--- src/rtl/ex_muldiv_unit.sv ---
// Iterative MULT/MULTU/DIV/DIVU unit with HI/LO registers beside the EX-stage ALU.
// Latency XLEN+1 cycles from start to done_o; dependent HI/LO accesses stall while busy.
module ex_muldiv_unit #(
    parameter int XLEN = 32
) (
    input  logic            clk_i,
    input  logic            rst_i,
    input  logic            start_i,
    input  logic [1:0]      op_i,
    input  logic [XLEN-1:0] a_i,
    input  logic [XLEN-1:0] b_i,
    input  logic            flush_i,
    input  logic            rd_hilo_i,
    input  logic            wr_hi_i,
    input  logic            wr_lo_i,
    input  logic [XLEN-1:0] wdata_i,
    output logic [XLEN-1:0] hi_o,
    output logic [XLEN-1:0] lo_o,
    output logic            busy_o,
    output logic            done_o,
    output logic            stall_o
);
    localparam int CNT_W = $clog2(XLEN + 1);

    typedef enum logic [1:0] {IDLE, CALC, ADJ} state_t;

    state_t              state;
    state_t              state_nxt;
    logic [CNT_W-1:0]    cnt;
    logic [2*XLEN-1:0]   work;
    logic [XLEN-1:0]     opnd;
    logic [XLEN-1:0]     a_orig;
    logic [1:0]          op_q;
    logic                neg_res;
    logic                neg_rem;

    logic                accept;
    logic                is_signed;
    logic [XLEN-1:0]     a_mag;
    logic [XLEN-1:0]     b_mag;
    logic [XLEN:0]       mul_sum;
    logic [2*XLEN-1:0]   mul_nxt;
    logic [XLEN:0]       div_shift;
    logic [XLEN:0]       div_diff;
    logic [2*XLEN-1:0]   div_nxt;
    logic [2*XLEN-1:0]   prod_fix;
    logic [XLEN-1:0]     quo_fix;
    logic [XLEN-1:0]     rem_fix;

    assign accept    = start_i & ~flush_i;
    assign is_signed = ~op_i[0];
    assign a_mag     = (is_signed & a_i[XLEN-1]) ? -a_i : a_i;
    assign b_mag     = (is_signed & b_i[XLEN-1]) ? -b_i : b_i;

    // Multiply: work = {accumulator, remaining multiplier bits}, shifted right each step.
    assign mul_sum = {1'b0, work[2*XLEN-1:XLEN]} + (work[0] ? {1'b0, opnd} : '0);
    assign mul_nxt = {mul_sum, work[XLEN-1:1]};

    // Divide: work = {partial remainder, dividend bits shifting out / quotient bits shifting in}.
    assign div_shift = work[2*XLEN-1:XLEN-1];
    assign div_diff  = div_shift - {1'b0, opnd};
    assign div_nxt   = div_diff[XLEN] ? {div_shift[XLEN-1:0], work[XLEN-2:0], 1'b0}
                                      : {div_diff[XLEN-1:0],  work[XLEN-2:0], 1'b1};

    assign prod_fix = neg_res ? -work : work;
    assign quo_fix  = neg_res ? -work[XLEN-1:0] : work[XLEN-1:0];
    assign rem_fix  = neg_rem ? -work[2*XLEN-1:XLEN] : work[2*XLEN-1:XLEN];

    assign busy_o  = (state != IDLE);
    assign stall_o = busy_o & ~flush_i & (start_i | rd_hilo_i | wr_hi_i | wr_lo_i);

    always_ff @(posedge clk_i or posedge rst_i) begin
        if (rst_i) begin
            state <= IDLE;
        end else begin
            state <= state_nxt;
        end
    end

    always_comb begin
        state_nxt = state;
        case (state)
            IDLE: begin
                if (accept) state_nxt = CALC;
            end
            CALC: begin
                if (flush_i)                          state_nxt = IDLE;
                else if (cnt == CNT_W'(XLEN - 1))     state_nxt = ADJ;
            end
            ADJ: begin
                state_nxt = IDLE;
            end
            default: state_nxt = IDLE;
        endcase
    end

    always_ff @(posedge clk_i or posedge rst_i) begin
        if (rst_i) begin
            cnt     <= '0;
            work    <= '0;
            opnd    <= '0;
            a_orig  <= '0;
            op_q    <= '0;
            neg_res <= 1'b0;
            neg_rem <= 1'b0;
            hi_o    <= '0;
            lo_o    <= '0;
            done_o  <= 1'b0;
        end else begin
            done_o <= (state == ADJ) & ~flush_i;
            case (state)
                IDLE: begin
                    if (accept) begin
                        op_q    <= op_i;
                        opnd    <= op_i[1] ? b_mag : a_mag;
                        work    <= {{XLEN{1'b0}}, (op_i[1] ? a_mag : b_mag)};
                        a_orig  <= a_i;
                        neg_res <= is_signed & (a_i[XLEN-1] ^ b_i[XLEN-1]);
                        neg_rem <= is_signed & a_i[XLEN-1];
                        cnt     <= '0;
                    end else if (!flush_i) begin
                        if (wr_hi_i) hi_o <= wdata_i;
                        if (wr_lo_i) lo_o <= wdata_i;
                    end
                end
                CALC: begin
                    if (!flush_i) begin
                        work <= op_q[1] ? div_nxt : mul_nxt;
                        cnt  <= cnt + CNT_W'(1);
                    end
                end
                ADJ: begin
                    if (!flush_i) begin
                        if (!op_q[1]) begin
                            hi_o <= prod_fix[2*XLEN-1:XLEN];
                            lo_o <= prod_fix[XLEN-1:0];
                        end else if (opnd == '0) begin
                            // Divide by zero: all-ones quotient, dividend passed through.
                            hi_o <= a_orig;
                            lo_o <= '1;
                        end else begin
                            hi_o <= rem_fix;
                            lo_o <= quo_fix;
                        end
                    end
                end
                default: ;
            endcase
        end
    end
endmodule

--- config.mk ---
export PLATFORM = sky130hd
export DESIGN_NAME = ex_muldiv_unit
export DESIGN_NICKNAME = d
export VERILOG_FILES = /design/src/rtl/ex_muldiv_unit.sv
export SDC_FILE = /design/constraint.sdc
export NUM_CORES = 1
export LEC_CHECK = 0
export ABC_AREA = 1
export ABC_CLOCK_PERIOD_IN_PS = 8150
export CAP_MARGIN = 0
export CORE_UTILIZATION = 43
export DETAILED_ROUTE_END_ITERATION = 6
export GPL_ROUTABILITY_DRIVEN = 0
export PLACE_DENSITY = 0.72
export SKIP_LAST_GASP = 1
export SLEW_MARGIN = 20
export SYNTH_ARGS = -nofsm -noshare
export SYNTH_HDL_FRONTEND = slang
export SYNTH_SLANG_ARGS = --single-unit
--- constraint.sdc ---
create_clock -name clk_i -period 8.15 [get_ports clk_i]
set_input_delay 1.63 -clock clk_i [delete_from_list [all_inputs] [get_ports clk_i]]
set_output_delay 1.63 -clock clk_i [all_outputs]
set_load 0.05 [all_outputs]
---- Word level (Yosys, flattened, before mapping) ----
Cells that the tools add are included.
storage, ports and cells
  logic and storage cells ................. 87
  output and inout port bits .............. 67
  register bits after elaboration ......... 205
  bits of input ports ..................... 105
operators by class
  muxes and demuxes ....................... 34
  add/subtract/negate cells ............... 8
  eq/ne operators ......................... 11
  bitwise gates (word level) .............. 13
  reduce and logical (&&, ||, !) cells .... 10
operator list
  cell                                                                   number
  32-bit 2-to-1 mux                                                      19
  64-bit 2-to-1 mux                                                      5
  32-bit negator                                                         4
  32-bit case mux with 2 select lines                                    2
  64-bit case mux with 2 select lines                                    1
  64-bit negator                                                         1
  32-bit by 32-bit adder with 33-bit output                              1
  33-bit by 32-bit subtractor with 33-bit output                         1
  32-bit zero test                                                       1
  2-bit inequality test, second input constant                           7
  6-bit 2-to-1 mux                                                       2
  6-bit case mux with 2 select lines                                     1
  5-bit AND reduction                                                    2
  1-bit AND                                                              7
  6-bit by 1-bit adder with 6-bit output, second input constant          1
  6-bit by 5-bit equality test with 1-bit output, second input constant  1
  2-bit 2-to-1 mux                                                       3
  2-bit nonzero test                                                     3
  2-bit case mux with 2 select lines                                     1
  2-bit AND reduction                                                    2
  3-bit inequality test, second input constant                           1
  1-bit bitwise OR                                                       3
  3-bit AND reduction                                                    1
  2-bit by 1-bit equality test with 1-bit output, second input constant  1
  other kinds (4)                                                        5

---- Logic depth before layout (Yosys ltp) ----
  depth after elaboration ................. 6
  depth in mapped cells ................... 20
  gate-level depth less buffers ........... 19

---- Least setup slack after synthesis ----
OpenSTA, ideal clock, no wires.
  path type ............................... input to output
  start point ............................. input start_i
  end point ............................... output stall_o
  buffers on the path ..................... 0
  data required time ...................... 6,520 ps
  arrival ................................. 2,215 ps
  stages .................................. 2
  slack ................................... 4,305 ps
  cell sequence ........................... o41ai_1 -> inv_1
between the ends
  cells in the longest elaborated chain, start to end .. 4
ends and longest elaborated chain
  item                           line  text
  from (decl)                    8     input logic start_i,
  1-bit bitwise OR (3 in a row)  70    assign stall_o = busy_o & ~flush_i & (start_i | rd_hilo_i | wr_hi_i | wr_lo_i);
  1-bit AND                      70
  to (decl)                      21    output logic stall_o
Every way passes these cells.

---- Final worst setup path ----
  start point ............................. input flush_i
  end point ............................... output stall_o
between the ends
  cells in the longest elaborated chain, start to end .. 3
ends and longest elaborated chain
  item                    line  text
  from (decl)             12    input logic flush_i,
  1-bit NOT               70
  1-bit AND (2 in a row)  70
Every way passes these cells.

==> flow_summary.toml <==
[run_status]
run_status = "finished with violations"
violations = "design-rule violations"

[drt]
wire_per_inst_um = 19.3
viasPerCell = 5.64
drt_iter0_drc = 3208
postRouteAntennaNets = 0
drc = 5
drt_pre_antenna_iters = 7
totalWireLength_mm = 80.8
num_vias = 23609

[floorplan]
die-area_um2 = 48400
start_util = 0.438
die_h_um = 220
die_w_um = 220
pin_count = 172
design.core.area_um2 = 46700
fp-row-count = 79

[synthesis]
synthTopCellsByArea = "dfrtp_1 (25%), nand2_1 (19%), inv_1 (9.3%), nand3_1 (8.5%), nor2_1 (7.2%)"
synth_edf_count = 0
synth_cell_types = 52
ys_warn_count = 0
syn_nets = 3646
async_flop_share = 1.00
yosysTopAreaCell = "dfrtp_1"
synth_ff_type = "dfrtp_1"
ys_seq_elements = 204
ys_seq_area_frac = 0.250
syn-mean-instance-area_um2 = 5.88
synthCells = 3470
synthDominantCellAreaShare = 0.250
synthesis.area_um2 = 20400

[clock_network]
clk_pin_slew_ps = 70
htree_levels = 1
clockBufferDepth = 3
post_cts_buffers = 0
post_cts_resized = 0
cts_made_buffers = 24
postCtsHoldBufs = 0
insertion_delay_ps = 580
cts_num_sinks = 204
tritoncts = "yes"
ctsRootBufferMaster = "clkbuf_16"

[global_route]
grt_max_degree = 111
grt-ovfl-total = 0
antenna_found_initial = 3
grt_pass1_wl_mm = 122
gr-usage-all-layers = 0.330
grt_pass1_vias = 21051

[timing]
max_freq_mhz = 202
fin_crit_ps = 4950
worst-slew-pin-transition_ps = 1100
skew_ps = 40.2
hold_viol = 0
setup_violations = 0
slew_headroom = 0.263
layout_setup_ws_ps = 3200
finalCritPeriodShare = 0.607
tns_ps = 0
grt_setup_unrepaired = "false"
slew_viol_final = 0

[place]
pre_cts_ws_ps = 3220
io_buffer_count = 171
dpl.hpwl_mm = 63.3

[cells_and_area]
area_delta_synth_final_pct = 14.6
antenna_cells = 0
nets = 3737
drive_above_1_share = 0.0338
fin_util = 0.502

[power]
leakage_nw = 11.9
ir_worst_vdd_mv = 0.194
powerDensity_nw_per_um2 = 333
fin_total_pwr_mw = 7.78

[worst_setup_path]
crit_path_start_kind = "input pin"
arrival_ps = 3320
cp_data_required_time_ps = 6520
path_class = "input pin to primary output"
r2r_slack_ps = 4430
startpoint = "flush_i"
r2r-start = "state[0]"
crit_path_max_fanout = 5
worst_setup_path_end_kind = "primary output"

[hold_path]
hold_start = "lo_o[31]"
worst_hold_path_type = "flop to flop"

[flow_run]
drv_cap = 0
-- state kept, by name, indices dropped and copies added (netlist names) --
| name | count |
|---|---|
| done_o | 1 |
| lo_o | 32 |
| hi_o | 32 |
| neg_rem | 1 |
| a_orig | 32 |
| work | 64 |
| opnd | 32 |
| op_q | 1 |
| state | 2 |
| cnt | 6 |
| neg_res | 1 |
-- final cells by class --
| type | instances | area, um^2 |
|---|---|---|
| tap | 607 | 759 |
| inverter | 519 | 1960 |
| clock buffer | 31 | 667 |
| sequential | 204 | 5110 |
| multi-input combinational | 2621 | 12800 |
| timing repair buffer | 191 | 1860 |
| clock inverter | 13 | 211 |
| fill | 4836 | 23300 |
-- cell usage in the layout (no fill, tap or decap), types with 6 or more instances in the layout --
cell type / netlist / layout
nand2_1: 1060 / 1060
inv_1: 505 / 504
nor2_1: 391 / 388
nand3_1: 346 / 346
dfrtp_1: 204 / 202
a21oi_1: 199 / 199
o21ai_0: 184 / 184
clkdlybuf4s50_1: 0 / 171
xor2_1: 83 / 83
ha_1: 69 / 69
nand4_1: 35 / 35
a2bb2oi_1: 30 / 30
o211ai_1: 27 / 27
clkbuf_16: 0 / 24
a21boi_1: 22 / 22
a22oi_1: 22 / 22
nor3_1: 21 / 21
buf_4: 6 / 20
nand3b_1: 16 / 16
inv_2: 13 / 13
nor2_2: 10 / 11
o221ai_1: 11 / 11
xnor2_1: 11 / 11
a31oi_1: 11 / 11
nand2_2: 10 / 10
o21ai_1: 7 / 7
or2_2: 6 / 6
o21a_1: 6 / 6
-- worst max-delay path, stage by stage --
cell,delay [ps]
clkdlybuf4s50_1,590
nor2_1,170
o41ai_1,80
inv_1,60
clkdlybuf4s50_1,790
-- routing by layer --
| layer | global-route usage | part of all wire |
|---|---|---|
| met1 | 0.467 | 0.41 |
| met2 | 0.478 | 0.41 |
| met3 | 0.0631 | 0.13 |
| met4 | 0.157 | 0.052 |
| met5 | 0 | 0.00054 |
-- metrics by stage --
stage	std cells	instance area, um^2	hold slack, ps
after floorplan	3470	20400	448
after global placement	4142	22500	467
after detailed placement	4142	22500	474
after CTS	4186	23400	488
after global routing	4186	23400	516
final	4186	23400	488
-- cells in the mapped netlist (all sizes together) (5+ instances only) --
cell type     n
nand3       348
clkbuf       71
buf          55
o21ai       195
o221ai       11
o211ai       27
o21bai        5
dfrtp       204
xor2         83
a2bb2oi      30
nor3         24
nand3b       16
a22oi        22
o21a          6
a21boi       25
nor2        404
inv         518
nand2      1071
a31oi        11
or2           6
ha           69
a21oi       201
nand4        35
xnor2        11
-- path summary, 6_finish.rpt --
| kind | to | depth (start not counted) |
|---|---|---|
| worst max register to register | work[28] | 10 |
| worst min register to register | lo_o[31] | 2 |
| min in group asynchronous | work[35] | 2 |
| worst min-delay path | lo_o[31] | 2 |
| worst max-delay path | stall_o | 5 |
| max in group asynchronous | work[17] | 3 |
-- power breakdown --
group | leakage (nW) | internal (mW) | total [mW] | switching (mW)
sequential | 2.43 | 1.28 | 1.82 | 0.537
combinational | 9.02 | 1.52 | 4.73 | 3.21
clock | 0.418 | 0.738 | 1.23 | 0.497
-- cells by family after synthesis --
| family | count (synthesis) | share of synthesized area |
|---|---|---|
| simple gates | 1914 | 0.389 |
| buf+inv | 645 | 0.123 |
| compound gates | 542 | 0.154 |
| flops | 204 | 0.250 |
| xor+xnor | 94 | 0.0403 |
| fa+ha+maj | 71 | 0.0442 |
Power figures use the tool's default switching activity.
